File: config.mk
export PLATFORM = sky130hd
export DESIGN_NAME = master_alu
export DESIGN_NICKNAME = d
export VERILOG_FILES = /design/src/rtl/master_alu.sv
export SDC_FILE = /design/constraint.sdc
export NUM_CORES = 1
export LEC_CHECK = 0
export CAP_MARGIN = 10
export CORE_UTILIZATION = 55
export DETAILED_ROUTE_END_ITERATION = 6
export PLACE_DENSITY_LB_ADDON = 0.12
export SLEW_MARGIN = 20
export SYNTH_ARGS = -nofsm -noshare
export SYNTH_HDL_FRONTEND = slang
export SYNTH_SLANG_ARGS = --single-unit
File: constraint.sdc
create_clock -name Clk -period 5 [get_ports Clk]
set_input_delay 1 -clock Clk [delete_from_list [all_inputs] [get_ports Clk]]
set_output_delay 1 -clock Clk [all_outputs]
set_load 0.02 [all_outputs]
File: src/rtl/master_alu.sv
// Registered 32-bit ARM-style data-processing ALU with condition evaluation against NZCV flags.
// Optional immediate rotate-right: define MASTER_ALU_IMM_ROR_EN.
module master_alu #(
  parameter int WIDTH     = 32,
  parameter int IMM_WIDTH = 16
) (
  input  logic                 Clk,
  input  logic                 Rst,
  input  logic                 In_Valid,
  input  logic [WIDTH-1:0]     Reg1,
  input  logic [WIDTH-1:0]     Reg2,
  input  logic [IMM_WIDTH-1:0] IV,
  input  logic                 IV_Sel,
  input  logic [4:0]           IV_ShftRor,
  input  logic [3:0]           OpCode,
  input  logic [3:0]           Cond,
  input  logic                 S,
  output logic [WIDTH-1:0]     Result,
  output logic                 Wr_En,
  output logic                 Out_Valid,
  output logic [3:0]           Flag
);

  typedef enum logic [3:0] {
    OP_AND = 4'h0, OP_EOR = 4'h1, OP_SUB = 4'h2, OP_RSB = 4'h3,
    OP_ADD = 4'h4, OP_ADC = 4'h5, OP_SBC = 4'h6, OP_RSC = 4'h7,
    OP_TST = 4'h8, OP_TEQ = 4'h9, OP_CMP = 4'hA, OP_CMN = 4'hB,
    OP_ORR = 4'hC, OP_MOV = 4'hD, OP_BIC = 4'hE, OP_MVN = 4'hF
  } op_e;

  logic             flag_n, flag_z, flag_c, flag_v;
  logic [WIDTH-1:0] imm_ext, imm_val, op2;
  logic             imm_carry_en;
  logic             cond_pass;
  logic [WIDTH-1:0] add_a, add_b;
  logic             add_cin;
  logic [WIDTH:0]   sum;
  logic             is_arith, is_test, exec;
  logic [WIDTH-1:0] alu_out;
  logic [3:0]       new_flags;

  assign {flag_n, flag_z, flag_c, flag_v} = Flag;
  assign imm_ext = {{(WIDTH-IMM_WIDTH){1'b0}}, IV};

`ifdef MASTER_ALU_IMM_ROR_EN
  // Rotating a doubled copy right leaves the rotated value in the low half.
  logic [2*WIDTH-1:0] imm_dbl;
  assign imm_dbl      = {imm_ext, imm_ext} >> IV_ShftRor;
  assign imm_val      = imm_dbl[WIDTH-1:0];
  assign imm_carry_en = IV_Sel & S & (IV_ShftRor != 5'd0);
`else
  logic unused_shift;
  assign unused_shift = ^IV_ShftRor;
  assign imm_val      = imm_ext;
  assign imm_carry_en = 1'b0;
`endif

  assign op2 = IV_Sel ? imm_val : Reg2;

  always_comb begin
    cond_pass = 1'b0;
    case (Cond)
      4'h0: cond_pass = flag_z;
      4'h1: cond_pass = !flag_z;
      4'h2: cond_pass = flag_c;
      4'h3: cond_pass = !flag_c;
      4'h4: cond_pass = flag_n;
      4'h5: cond_pass = !flag_n;
      4'h6: cond_pass = flag_v;
      4'h7: cond_pass = !flag_v;
      4'h8: cond_pass = flag_c & !flag_z;
      4'h9: cond_pass = !flag_c | flag_z;
      4'hA: cond_pass = (flag_n == flag_v);
      4'hB: cond_pass = (flag_n != flag_v);
      4'hC: cond_pass = !flag_z & (flag_n == flag_v);
      4'hD: cond_pass = flag_z | (flag_n != flag_v);
      4'hE: cond_pass = 1'b1;
      default: cond_pass = 1'b0;
    endcase
  end

  // Subtracts are folded into one adder as a + ~b + carry-in, so C=1 means no borrow.
  always_comb begin
    add_a    = Reg1;
    add_b    = op2;
    add_cin  = 1'b0;
    is_arith = 1'b1;
    case (op_e'(OpCode))
      OP_SUB, OP_CMP: begin add_b = ~op2; add_cin = 1'b1; end
      OP_RSB:         begin add_a = op2; add_b = ~Reg1; add_cin = 1'b1; end
      OP_ADD, OP_CMN: add_cin = 1'b0;
      OP_ADC:         add_cin = flag_c;
      OP_SBC:         begin add_b = ~op2; add_cin = flag_c; end
      OP_RSC:         begin add_a = op2; add_b = ~Reg1; add_cin = flag_c; end
      default:        is_arith = 1'b0;
    endcase
  end

  assign sum = {1'b0, add_a} + {1'b0, add_b} + {{WIDTH{1'b0}}, add_cin};

  always_comb begin
    alu_out = sum[WIDTH-1:0];
    case (op_e'(OpCode))
      OP_AND, OP_TST: alu_out = Reg1 & op2;
      OP_EOR, OP_TEQ: alu_out = Reg1 ^ op2;
      OP_ORR:         alu_out = Reg1 | op2;
      OP_MOV:         alu_out = op2;
      OP_BIC:         alu_out = Reg1 & ~op2;
      OP_MVN:         alu_out = ~op2;
      default:        alu_out = sum[WIDTH-1:0];
    endcase
  end

  always_comb begin
    new_flags[3] = alu_out[WIDTH-1];
    new_flags[2] = (alu_out == '0);
    if (is_arith) begin
      new_flags[1] = sum[WIDTH];
      new_flags[0] = (add_a[WIDTH-1] == add_b[WIDTH-1]) & (sum[WIDTH-1] != add_a[WIDTH-1]);
    end else begin
      new_flags[1] = imm_carry_en ? imm_val[WIDTH-1] : flag_c;
      new_flags[0] = flag_v;
    end
  end

  assign is_test = (OpCode[3:2] == 2'b10);
  assign exec    = In_Valid & cond_pass;

  // Compare/test opcodes only touch flags; everything else writes back and sets flags on S.
  always_ff @(posedge Clk or posedge Rst) begin
    if (Rst) begin
      Result    <= '0;
      Wr_En     <= 1'b0;
      Out_Valid <= 1'b0;
      Flag      <= 4'b0000;
    end else begin
      Out_Valid <= In_Valid;
      Wr_En     <= exec & !is_test;
      if (exec & !is_test)
        Result <= alu_out;
      if (exec & (is_test | S))
        Flag <= new_flags;
    end
  end

endmodule

==> impl_summary.md <==
Status
The run finished, with violations left. The final reports fail on design-rule violations.

Pwr
For this design the ratio of total power to cell area is 285.7 mW/mm². In this run the static leakage power is about 4.6 nW. Cell internal power was estimated by the tool at roughly 1.7 mW.

The largest voltage drop on the vdd net is 0.3078 mV. The clock network power share is 10.6%. Summed over all nets, the switching power comes to 1.344 mW.

The power consumption is 3.072 mW. The fraction of power spent switching nets is a little over two fifths. Sequential cells burn roughly 18% of the power. In this run, the combinational gates consume between 70% and 80% of the power.

Timing
For the pin with the worst max-slew slack, the measured transition is 0.7382 ns. The top achievable clock speed is ~200 MHz. The normalized max-slew margin is 50.46%.

Setup repair after global routing could not meet its margin everywhere. The final critical delay including setup and external delays is 4.966 ns. The final number of hold-violating endpoints is 0. The number of failing setup endpoints in the final timing report is 0.

The clock arrives with about 0.0067 ns of skew. The worst hold margin is 0.5073 ns. Dividing the final minimum period by the clock period gives 99.33%. The max-slew violation count is 0.

Placed design
The post-detailed-placement half-perimeter wirelength is ~22 mm. The number of input and output port buffers inserted is 130. Counting tap cells, the placed design contains a total of between 1000 and 1500 instances.

Routability-driven placement finished with a final weighted congestion of 0.9750.

GRT
The wire length of the first global-routing pass is approximately 45 mm. The total overflow left after global routing is 0. The total global-route track usage is 40.61%. The via count of the first global-routing pass is 9031.

Entering global routing, the biggest net connects 48 pins. The number of antenna violations at the first check in global routing is 0.

Synth
Yosys attributes the largest share of cell area to sky130_fd_sc_hd__dfrtp_1 13%, sky130_fd_sc_hd__ha_1 11%, sky130_fd_sc_hd__nand2_1 6.0%. The net count after synthesis is 1186. The fraction of registers with async set or reset after synthesis is 100.0%.

The register area share after synthesis is 12.74%. Yosys mapped a number of flops with a built-in enable equal to 0. The number of warnings printed during yosys synthesis is 0. Yosys mapped the design onto 89 distinct sky130hd cell types. The commonest register cell after synthesis is sky130_fd_sc_hd__dfrtp_1. After synthesis the netlist holds a flip-flop and latch count of 38. The average cell area after synthesis is 7.294 µm². In this run the biggest area consumer among cell types represents 12.74% of the synthesized area. The cell type with the highest aggregate area in the netlist is sky130_fd_sc_hd__dfrtp_1.

The post-synthesis instance area is about 0.0075 mm². In the synthesized netlist, the number of instances is 1023.

Cells and area
The fraction of final layout cells with drive strength greater than 1 is 26.08%. The most common cell after layout, fill and taps aside is sky130_fd_sc_hd__buf_4. The net count of the finished layout is 1462. Excluding fillers, the count of instances in the completed layout stands at around 1500. From synthesis to final layout, the design area changed by 44.10%.

The multi-input combinational cell area is 0.006157 mm². The layout has 940 filler cells. The sequential standard cell area is 950.9 µm². The library cells used most frequently in the layout, excluding fill and tap cells, are 221 x sky130_fd_sc_hd__buf_4, 126 x sky130_fd_sc_hd__clkdlybuf4s50_1, 119 x sky130_fd_sc_hd__nand2_1, 81 x sky130_fd_sc_hd__o21ai_0, 66 x sky130_fd_sc_hd__a21oi_1.

Critical path
The signal on the critical path passes through clkdlybuf4s50_1 -> nand2_1 -> and2_4 -> inv_1 -> nand2_4 -> buf_6 -> o221ai_1 -> ha_1 -> a21oi_1 -> o221ai_1 -> o31a_1 -> or3_4 -> a311oi_4 -> nand4_1 -> or4_4 -> o32ai_2. At the worst endpoint, the required time is between 5 and 6 ns. The buffering stage count on the worst path with inverters included is 3. The largest single stage delay on the critical path is 0.51 ns. The total stage count of the critical path is 16. The cell type group with the largest total delay on the critical path is compound AO/OA/AOI/OAI gates. The slowest cell on the critical path is sky130_fd_sc_hd__or4_4. The worst setup path is of the in -> reg kind.

Of all nets on the critical path, the largest fanout is 18. STA classifies the critical path endpoint as a flip-flop. The worst register-to-register path has a depth of 17. The most used cell along the critical path is sky130_fd_sc_hd__o221ai_1. For the worst setup path, the data arrival time is about 5.2 ns.

STA classifies the critical path startpoint as a primary input.

Routing
The remaining antenna violation count is 0. The total routed wirelength is 29.07 mm. The number of vias per cell is 6.324. The post-detailed-route wirelength per cell is 19.68 µm. In this run, the number of DRC markers left after iteration 0 of detailed routing was 936. For this block, the via count after detailed routing is 9341. The first TritonRoute pass finished after 7 iterations. The remaining routing DRC violations is 1.

Floorplan
The total area inside the core boundary comes to 0.01324 mm². The initial utilization of the core area, before any placement, comes to 56.35%. The area of the die is about 0.014 mm².

The die span in x is 118.5 µm. The die span in y is 118.5 µm. The top-level port count is 136. The number of rows in the core area is 42.

CTS
The CTS tree is done. The clock transition time at the flip-flop clock pins of the worst setup and hold paths is ~0.06 ns. At the later pin of the worst-skew pair, clock insertion delay measures just under 0.3 ns. Clock tree synthesis inserted a total of 5 buffers. Counting along the longest clock path gives a buffer depth of 2. The number of sinks on the clock net is 38.

The total number of H-tree levels is 2. The root buffer cell is sky130_fd_sc_hd__clkbuf_16.

Hold path
The min-delay analysis places its worst path in the category reg -> reg. The worst hold path stage count is 1.

Run
The number of violations of the max-capacitance limit is 0.
## worst reg2reg max path: cells and delay by family (launching register included)
kind / cells / cell delay [ns]
buffers and inverters: 3 / 0.45
AO/OA/AOI/OAI: 9 / 1.93
AND/OR/NAND/NOR: 3 / 0.77
flip-flops: 1 / 0.40
adder cells (fa/ha/maj): 2 / 0.61
## timing repair
action                                  4_1_cts  5_1_grt
buffers inserted                             15        4
gates resized for setup                      29       21
pin swaps                                    21       13
cloned                                        0        0
hold buffers                                  0        0
endpoints found under the setup margin        1        3
## cells by family after synthesis
family,share of synthesized area (%)
flops,12.74
compound gates,34.29
fa+ha+maj,11.10
mux,8.585
xor+xnor,3.991
simple gates,20.84
buf+inv,8.451
## layout make-up
| cell class | count | share of cell area [%] |
|---|---|---|
| Clock inverter | 1 | 0.04654 |
| Timing Repair Buffer | 357 | 28.29 |
| Inverter | 62 | 2.164 |
| Multi-Input combinational cell | 835 | 57.26 |
| Antenna cell | 1 | 0.02327 |
| Tap cell | 176 | 2.048 |
| Sequential cell | 38 | 8.843 |
| Clock buffer | 7 | 1.327 |
## power by group through the flow
stage	Sequential [mW]	Combinational, mW	Clock (mW)
after floorplan	0.707	0.921	0
after global placement	0.537	2.01	0
after detailed placement	0.543	2.05	0
after CTS	0.540	2.12	0.320
after global routing	0.557	2.34	0.336
final	0.541	2.21	0.326
## flip-flops by register name, summed over array words and instances (netlist names)
| name | flops |
|---|---|
| Result | 32 |
| Flag | 4 |
| Out_Valid | 1 |
| Wr_En | 1 |
## Yosys cell counts (10+ instances only)
| library cell | count |
|---|---|
| sky130_fd_sc_hd__a211oi_1 | 18 |
| sky130_fd_sc_hd__a21oi_1 | 72 |
| sky130_fd_sc_hd__a221oi_1 | 10 |
| sky130_fd_sc_hd__a31oi_1 | 10 |
| sky130_fd_sc_hd__buf_1 | 10 |
| sky130_fd_sc_hd__buf_2 | 26 |
| sky130_fd_sc_hd__clkbuf_1 | 45 |
| sky130_fd_sc_hd__dfrtp_1 | 38 |
| sky130_fd_sc_hd__ha_1 | 63 |
| sky130_fd_sc_hd__inv_1 | 61 |
| sky130_fd_sc_hd__mux2_2 | 23 |
| sky130_fd_sc_hd__mux2i_1 | 20 |
| sky130_fd_sc_hd__nand2_1 | 120 |
| sky130_fd_sc_hd__nand2b_1 | 20 |
| sky130_fd_sc_hd__nand3_1 | 27 |
| sky130_fd_sc_hd__nand4_1 | 12 |
| sky130_fd_sc_hd__nor2_1 | 50 |
| sky130_fd_sc_hd__nor3_1 | 22 |
| sky130_fd_sc_hd__o211ai_1 | 15 |
| sky130_fd_sc_hd__o21a_1 | 12 |
| sky130_fd_sc_hd__o21ai_0 | 85 |
| sky130_fd_sc_hd__o221ai_1 | 37 |
| sky130_fd_sc_hd__o31ai_1 | 11 |
| sky130_fd_sc_hd__xnor2_1 | 21 |
| sky130_fd_sc_hd__xor2_1 | 13 |
## routing by layer
metal  vias up  global-route usage [%]  wire length (µm)
li1       4394                       -                 -
met1      4330                   45.44             10860
met2       487                   70.51             13970
met3       130                   5.695              2066
met4         0                   29.51              2178
met5         -                       0                 0
## worst paths after layout
check	slack, ns	start	end
setup / recovery	0.03	OpCode[2]	Flag[2]
hold / removal	0.51	Result[9]	Result[9]
setup reg to reg	0.73	Flag[1]	Flag[2]
hold reg to reg	0.51	Result[9]	Result[9]
max in group asynchronous	3.54	Rst	Result[31]
min in group asynchronous	1.12	Rst	Result[2]
## metrics by stage
stage	TNS [ns]	setup WS, ns	instance area, µm²	util (%)
2_1_floorplan	-0.05838	-0.05838	7597	-
3_3_place_gp	-0.3099	-0.2998	10240	77.32
3_5_place_dp	-0.5637	-0.4274	10240	77.32
4_1_cts	0	0.005944	10610	80.12
5_1_grt	-0.07625	-0.07625	10750	81.18
6_report	0	0.03375	10750	81.20
Note: power is estimated with default switching activity, not from simulation.
